--- src/rtl/sorted_search.sv ---
// Lower-bound binary search over a K-entry register table, one probe per cycle.
// Define SORTED_SEARCH_ORDER_CHK_EN to flag table order violations on r_err.
module sorted_search #(
  parameter int N = 8,
  parameter int K = 10,
  localparam int W = $clog2(K + 1)
) (
  input  logic         clk,
  input  logic         rst_n,
  input  logic         wr_en,
  input  logic [W-1:0] wr_addr,
  input  logic [N-1:0] wr_data,
  input  logic         q_valid,
  output logic         q_ready,
  input  logic [N-1:0] q_key,
  output logic         r_valid,
  input  logic         r_ready,
  output logic         r_found,
  output logic [W-1:0] r_index,
  output logic         r_err,
  output logic         busy
);

  typedef enum logic [1:0] {IDLE, SEARCH, DONE} state_t;

  localparam logic [W-1:0] K_IDX = W'(K);
  localparam logic [W-1:0] ONE   = W'(1);

  state_t       state;
  logic [N-1:0] tbl [K];
  logic [N-1:0] key_q;
  logic [W-1:0] lo, hi;

  logic         wr_ok;
  logic         accept;
  logic [W:0]   sum;
  logic [W-1:0] mid, lo_next, hi_next;
  logic         hit_next;
  logic         order_err;

  assign q_ready = (state == IDLE);
  assign busy    = (state != IDLE);
  assign wr_ok   = wr_en && (state == IDLE) && (wr_addr < K_IDX);
  assign accept  = q_valid && (state == IDLE);

  // NOTE: every variable gets a default at the top of always_comb so no path can infer a latch.
  always_comb begin
    sum      = {1'b0, lo} + {1'b0, hi};
    mid      = W'(sum >> 1);
    lo_next  = lo;
    hi_next  = hi;
    if (tbl[mid] < key_q) lo_next = mid + ONE;
    else                  hi_next = mid;
    hit_next = 1'b0;
    if (lo_next < K_IDX) hit_next = (tbl[lo_next] == key_q);
  end

`ifdef SORTED_SEARCH_ORDER_CHK_EN
  logic [N-1:0] post [K];

  // The check must see the table as it will be after a same-cycle write.
  always_comb begin
    order_err = 1'b0;
    for (int i = 0; i < K; i++)
      post[i] = (wr_ok && (wr_addr == W'(i))) ? wr_data : tbl[i];
    for (int i = 0; i < K - 1; i++)
      if (post[i] > post[i+1]) order_err = 1'b1;
  end
`else
  assign order_err = 1'b0;
`endif

  // NOTE: the table lives in flops and must read back as zero after reset, so it is reset here
  // rather than left uninitialised like a RAM would be.
  always_ff @(posedge clk or negedge rst_n) begin
    if (!rst_n) begin
      for (int i = 0; i < K; i++) tbl[i] <= '0;
    end else if (wr_ok) begin
      tbl[wr_addr] <= wr_data;
    end
  end

  // NOTE: sequential state uses non-blocking assignments so every register samples pre-edge values.
  always_ff @(posedge clk or negedge rst_n) begin
    if (!rst_n) begin
      state   <= IDLE;
      key_q   <= '0;
      lo      <= '0;
      hi      <= '0;
      r_valid <= 1'b0;
      r_found <= 1'b0;
      r_index <= '0;
      r_err   <= 1'b0;
    end else begin
      case (state)
        IDLE: begin
          if (accept) begin
            key_q <= q_key;
            lo    <= '0;
            hi    <= K_IDX;
            r_err <= order_err;
            state <= SEARCH;
          end
        end
        SEARCH: begin
          lo <= lo_next;
          hi <= hi_next;
          if (lo_next == hi_next) begin
            r_index <= lo_next;
            r_found <= hit_next;
            r_valid <= 1'b1;
            state   <= DONE;
          end
        end
        DONE: begin
          if (r_ready) begin
            r_valid <= 1'b0;
            state   <= IDLE;
          end
        end
        default: state <= IDLE;
      endcase
    end
  end

endmodule

--- config.mk ---
export PLATFORM = sky130hd
export DESIGN_NAME = sorted_search
export DESIGN_NICKNAME = d
export VERILOG_FILES = /design/src/rtl/sorted_search.sv
export SDC_FILE = /design/constraint.sdc
export NUM_CORES = 1
export LEC_CHECK = 0
export CAP_MARGIN = 10
export CELL_PAD_IN_SITES_DETAIL_PLACEMENT = 0
export CELL_PAD_IN_SITES_GLOBAL_PLACEMENT = 1
export CORE_MARGIN = 2
export CORE_UTILIZATION = 49
export DETAILED_ROUTE_END_ITERATION = 10
export PLACE_DENSITY_LB_ADDON = 0.1
export REMOVE_ABC_BUFFERS = 1
export SYNTH_ARGS = -nofsm -noshare
export SYNTH_HDL_FRONTEND = slang
export SYNTH_SLANG_ARGS = --single-unit
--- constraint.sdc ---
create_clock -name clk -period 8.4 [get_ports clk]
set_input_delay 1.26 -clock clk [delete_from_list [all_inputs] [get_ports clk]]
set_output_delay 1.26 -clock clk [all_outputs]
set_load 0.03 [all_outputs]
# [Word-level counts from Yosys, hierarchy flattened]
# Cells that the tools add are included.
[word_totals] ramBits=0 register_bits=104 latch_bits=0 elab_cells=72 output_inout_bits=9 n_memories=0 inputBits=25 mem_bits_ro=0
[classes] bitwise=3 eq_ne=7 reduce_logical=13 div=0 mul=0 order_cmp=7 mux=23 shift=0 add_sub_neg=2
[op_table] op="$bwmux W80" count=1
[op_table] op="$bmux W8 S4" count=2
[op_table] op="$mux W8" count=5
[op_table] op="$demux W8 S4" count=1
[op_table] op="$mux W4" count=4
[op_table] op="$pmux W4 S2" count=2
[op_table] op="$ge A5 B5 Y1 const B" count=3
[op_table] op="$not A4 Y5" count=3
[op_table] op="$eq A8 B8 Y1" count=1
[op_table] op="$lt A4 B4 Y1 const B" count=2
[op_table] op="$lt A8 B8 Y1" count=1
[op_table] op="$mux W2" count=3
[op_table] op="$pmux W2 S3" count=1
[op_table] op="$reduce_and A2 Y1" count=3
[op_table] op="$reduce_and A3 Y1" count=2
[op_table] op="$reduce_bool A2 Y1" count=3
[op_table] op="$add A4 B4 Y5" count=1
[op_table] op="$lt A5 B1 Y1 const B" count=1
[op_table] op="$add A4 B1 Y4 const B" count=1
[op_table] op="$eq A4 B4 Y1" count=1
[op_table] op="$logic_and A1 B1 Y1" count=4
[op_table] op="$ne A2 B2 Y1 const B" count=2
[op_table] op="$mux W1" count=3
[op_table] op="$eq A2 B1 Y1 const B" count=1
[op_table] op="4 further kinds" count=4

# [Logic depth before layout (Yosys ltp)]
[depth] depth_word=13 depth_mapped=25 mapped_depth_nobuf=19

# [Worst setup path before layout]
# No wires, ideal clock.
[synth_path] kind="register -> register" start="register lo[0]" end="register r_found" setup_time_ps=92 stages_incl_launch_ff=25 synth_period_minus_slack_ps=6002 path_slack_ps=2398 arrival_time_ps=5911 cell_sequence="dfrtp_1 > inv_1 > nor2_1 > fa_1 > xor2_1 > buf_2 > buf_1 > mux4_2 > mux2i_1 > o22ai_1 > ha_1 > o21ai_1 > a211o_1 > and2_1 > clkbuf_1 > a222oi_1 > nand3_2 > buf_6 > buf_6 > mux2i_1 > or2_2 > nand2_1 > mux2i_1 > or4_1 > o31ai_2"
[synth_via] elab_chain_cells=13 elab_cells_between_ends=18
[synth_rtl] item="start, declared" line="32" rtl="logic [W-1:0] lo, hi;"
[synth_rtl] item="start signal, assigned" line="106" rtl="lo <= lo_next;"
[synth_rtl] item="$add A4 B4 Y5" line="48" rtl="sum = {1'b0, lo} + {1'b0, hi};"
[synth_rtl] item="$not A4 Y5 (implied by the code)" line="52" rtl="if (tbl[mid] < key_q) lo_next = mid + ONE;"
[synth_rtl] item="$bmux W8 S4" line="52"
[synth_rtl] item="$mux W8 (implied by the code) (2 in a row)" line="52"
[synth_rtl] item="$lt A8 B8 Y1" line="52"
[synth_rtl] item="$mux W4" line="52"
[synth_rtl] item="$not A4 Y5 (implied by the code)" line="55" rtl="if (lo_next < K_IDX) hit_next = (tbl[lo_next] == key_q);"
[synth_rtl] item="$bmux W8 S4" line="55"
[synth_rtl] item="$mux W8 (implied by the code) (2 in a row)" line="55"
[synth_rtl] item="$eq A8 B8 Y1" line="55"
[synth_rtl] item="$mux W1" line="55"
[synth_rtl] item="end signal, assigned" line="110" rtl="r_found <= hit_next;"
[synth_rtl] item="end, declared" line="18" rtl="output logic r_found,"
# Parallel ways exist; a longest one is shown, timed or not. The select of a mux whose other input is x is not followed.
# A chain may end at the register's enable or synchronous reset.

# [Worst setup path after layout]
# Ends and elaborated chain as after synthesis.

==> results by group <==
Status
  • Outcome: completed

Floorplan
  • Full die area: approximately 0.014 mm²
  • I/O Pins: 34
  • Chip width: 118 µm
  • Rows: between 40 and 50
  • Die Y: ~120 µm
  • Initial Util: around 50%
  • Core box area: between 0.01 and 0.015 mm²

Routing
  • Via count: roughly 4500
  • DR iter-0 viols: between 200 and 300
  • DRT antenna net count: 0
  • Routed wire per std cell: ~22 µm
  • DRC viols: 0
  • DRT Wirelength: approximately 16000 µm
  • Vias per cell: slightly above 6
  • Drt first pass iters: 4

Clock tree
  • TritonCTS buffer count: 9
  • Clk sinks: about 100
  • Setup repair bufs after CTS: 0
  • CTS H-tree lvls: 3
  • Worst-path clk slew: roughly 0.070 ns
  • Clk Tree Root Cell: clkbuf_16
  • Clk buf depth: 2
  • Clk_lat worst skew: 0.36 ns
  • Post-cts sizing count: 0
  • Hold-fix buffers at CTS: 0
  • CTS tree: yes

Yosys
  • Async set or reset register ratio after synthesis: 100%
  • Seq cells post-synth: roughly 100
  • Most frequent cells after synthesis: dfrtp_1 (104), mux2_2 (94), mux2i_1 (64)
  • Leading area contributor after synthesis: dfrtp_1
  • Syn_area_per_cell: 11.8 µm²
  • Cell Area, Synth: ~0.0064 mm²
  • Synth area leaders: dfrtp_1 (41%), mux2_2 (17%), mux2i_1 (10%), mux4_2 (5.7%), ha_1 (2.2%)
  • Seq/Total Area, Yosys: between 40% and 50%
  • Synth Flop Type: dfrtp_1
  • Leading cell type by number of instances after synthesis: dfrtp_1
  • Post-synth top area share: 40.9%
  • Number of synthesized flops with an enable pin: 0
  • Netlist cell types: 73
  • Yosys warnings: 0
  • Synth Instances: 540

Timing
  • Max Slew Vio Count: 0
  • FMAX: between 150 and 200 MHz
  • Clk_skew: between 0.009 and 0.01 ns
  • RSZ-0062 raised after global routing: no
  • Final Cycle Share: around 80%
  • Final Critical Period: between 6 and 7 ns
  • Slew margin rel.: between 20% and 30%
  • Hold_ws: 0.477 ns
  • Final Hold Viols: 0
  • Final Setup Violations: 0
  • Setup TNS: 0 ns
  • Worst-Margin Slew: between 1 and 1.5 ns

GRT
  • Initial antenna violation count: 0
  • Largest net degree at the start of global routing: 55
  • Number of global-route vias before repair: around 4600
  • Total Routing Usage GR: 24.6%
  • First-pass GRT wire length: roughly 26000 µm
  • Grt total ovfl: 0

Place
  • Final HPWL DP: ~12000 µm
  • Placed cell count: between 700 and 800
  • Port Buf Inserts: 32
  • Placer congestion estimate: approximately 0.86

Worst setup path
  • Crit path max-delay cell type: a222oi_1
  • Arrival time worst endpoint: 6.83 ns
  • Req. time, crit path: roughly 8.7 ns
  • Crit end category: register
  • Critical Path Start Type: register
  • CP Buf/Inv Count: 3
  • Setup CP Type: reg2reg
  • Largest delay share family, worst path: compound AO/OA/AOI/OAI gates
  • CP peak stage delay: just over 0.6 ns
  • Crit path max fanout: 21
  • CP cell instances: inv_1 -> nor2_1 -> fa_1 -> xor2_2 -> buf_4 -> mux4_2 -> mux2i_1 -> o22ai_1 -> ha_1 -> o21ai_1 -> a211o_1 -> and2_1 -> a222oi_1 -> nand3_2 -> buf_4 -> mux2i_1 -> mux2_2 -> a221o_1 -> a211oi_1 -> nand4_1 -> o31ai_2

Final layout
  • Fill count: approximately 1100
  • N_diodes: 0
  • End-of-flow core utilization: 56.1%
  • Seq. cell area: about 0.0026 mm²
  • Layout Cells excl Fill: 737
  • Nets: between 500 and 600
  • Layout cells sized above 1: between 20% and 30%
  • Multi-input gate area: 0.00352 mm²
  • Area Overhead vs Synth: 11.8%

Job
  • Max-Cap Viols: 0

Hold path
  • Tightest Hold Check Type: reg2reg
==> per-layer routing <==
metal  global-route usage, %  routed length, µm  up-vias  part of all wire (%)
met5                       0                  0        -                     0
met2                    41.2               7980      108                    49
met4                    8.66                348        0                   2.1
met1                    32.0               7070     2327                    43
li1                        -                  -     2083                     -
met3                    4.46                873       21                   5.4
==> cells in the final DEF (no fill, tap or decap), types with 3 or more instances in the layout <==
cell	synthesis	routed
a211oi_1	3	3
a21oi_1	12	12
a32oi_1	4	4
and3_1	4	4
buf_4	2	12
clkbuf_16	0	9
clkdlybuf4s50_1	0	31
dfrtp_1	104	104
ha_1	11	11
inv_1	18	18
inv_6	0	3
mux2_2	94	94
mux2i_1	64	64
mux4_2	16	16
nand2_1	25	25
nand3_1	11	11
nand4_1	7	7
nor2_1	14	14
nor3_1	8	8
o211ai_1	7	7
o21a_1	4	4
o21ai_0	23	23
o21ai_1	3	3
o22ai_1	7	7
or3_1	3	3
xnor2_1	5	5
==> stage by stage <==
stage / instance area [µm²] / setup slack (ns)
2_1_floorplan: 6180 / 1.08
3_3_place_gp: 6810 / 2.08
3_5_place_dp: 6810 / 1.96
4_1_cts: 7110 / 1.92
5_1_grt: 7110 / 1.53
6_report: 7110 / 1.84
==> final timing paths <==
| path | startpoint | to | slack [ns] | cells past startpoint |
|---|---|---|---|---|
| hold reg to reg | r_index[3] | r_index[3] | 0.48 | 2 |
| setup / recovery | lo[0] | r_found | 1.84 | 21 |
| min in group asynchronous | rst_n | lo[3] | 0.91 | 1 |
| max in group asynchronous | rst_n | tbl[11] | 6.37 | 2 |
| hold / removal | r_index[3] | r_index[3] | 0.48 | 2 |
| setup reg to reg | lo[0] | r_found | 1.84 | 21 |
==> logic make-up (layout without fill, tap and decap cells) <==
kind of cell / count (synthesis) / in the layout / share of synthesized area (%)
buf+inv: 53 / 78 / 3.89
compound gates: 94 / 94 / 10.8
fa+ha+maj: 12 / 12 / 2.48
other cells: 1 / 1 / 0.0590
mux: 177 / 177 / 33.0
simple gates: 91 / 91 / 7.51
flops: 104 / 104 / 40.9
xor+xnor: 8 / 8 / 1.32
==> flip-flops by register name (all words and copies together) (netlist names) <==
signal and cells:
hi 4, state 2, key_q 8, r_found 1
r_index 4, r_valid 1, tbl 80, lo 4
==> area by class of cell <==
type | count | share of cell area [%]
clock inverter | 7 | 1.06
clock buffer | 9 | 3.17
inverter | 19 | 1.00
multi-input combinational | 383 | 49.5
sequential | 104 | 36.6
tap | 172 | 3.03
timing repair buffer | 43 | 5.63
==> worst reg2reg max path, cell delays in order, from the launching register on <==
cell      delay (ns)
dfrtp_1         0.45
inv_1           0.13
nor2_1          0.07
fa_1            0.42
xor2_2          0.17
buf_4           0.27
mux4_2          0.54
mux2i_1         0.18
o22ai_1         0.11
ha_1            0.32
o21ai_1         0.07
a211o_1         0.36
and2_1          0.27
a222oi_1        0.62
nand3_2         0.62
buf_4           0.49
mux2i_1         0.17
mux2_2          0.30
a221o_1         0.30
a211oi_1        0.24
nand4_1         0.17
o31ai_2         0.22
Power is left out: the tool's default activity adds up to more than one toggle a clock period on the data nets, which glitch-free logic cannot reach.
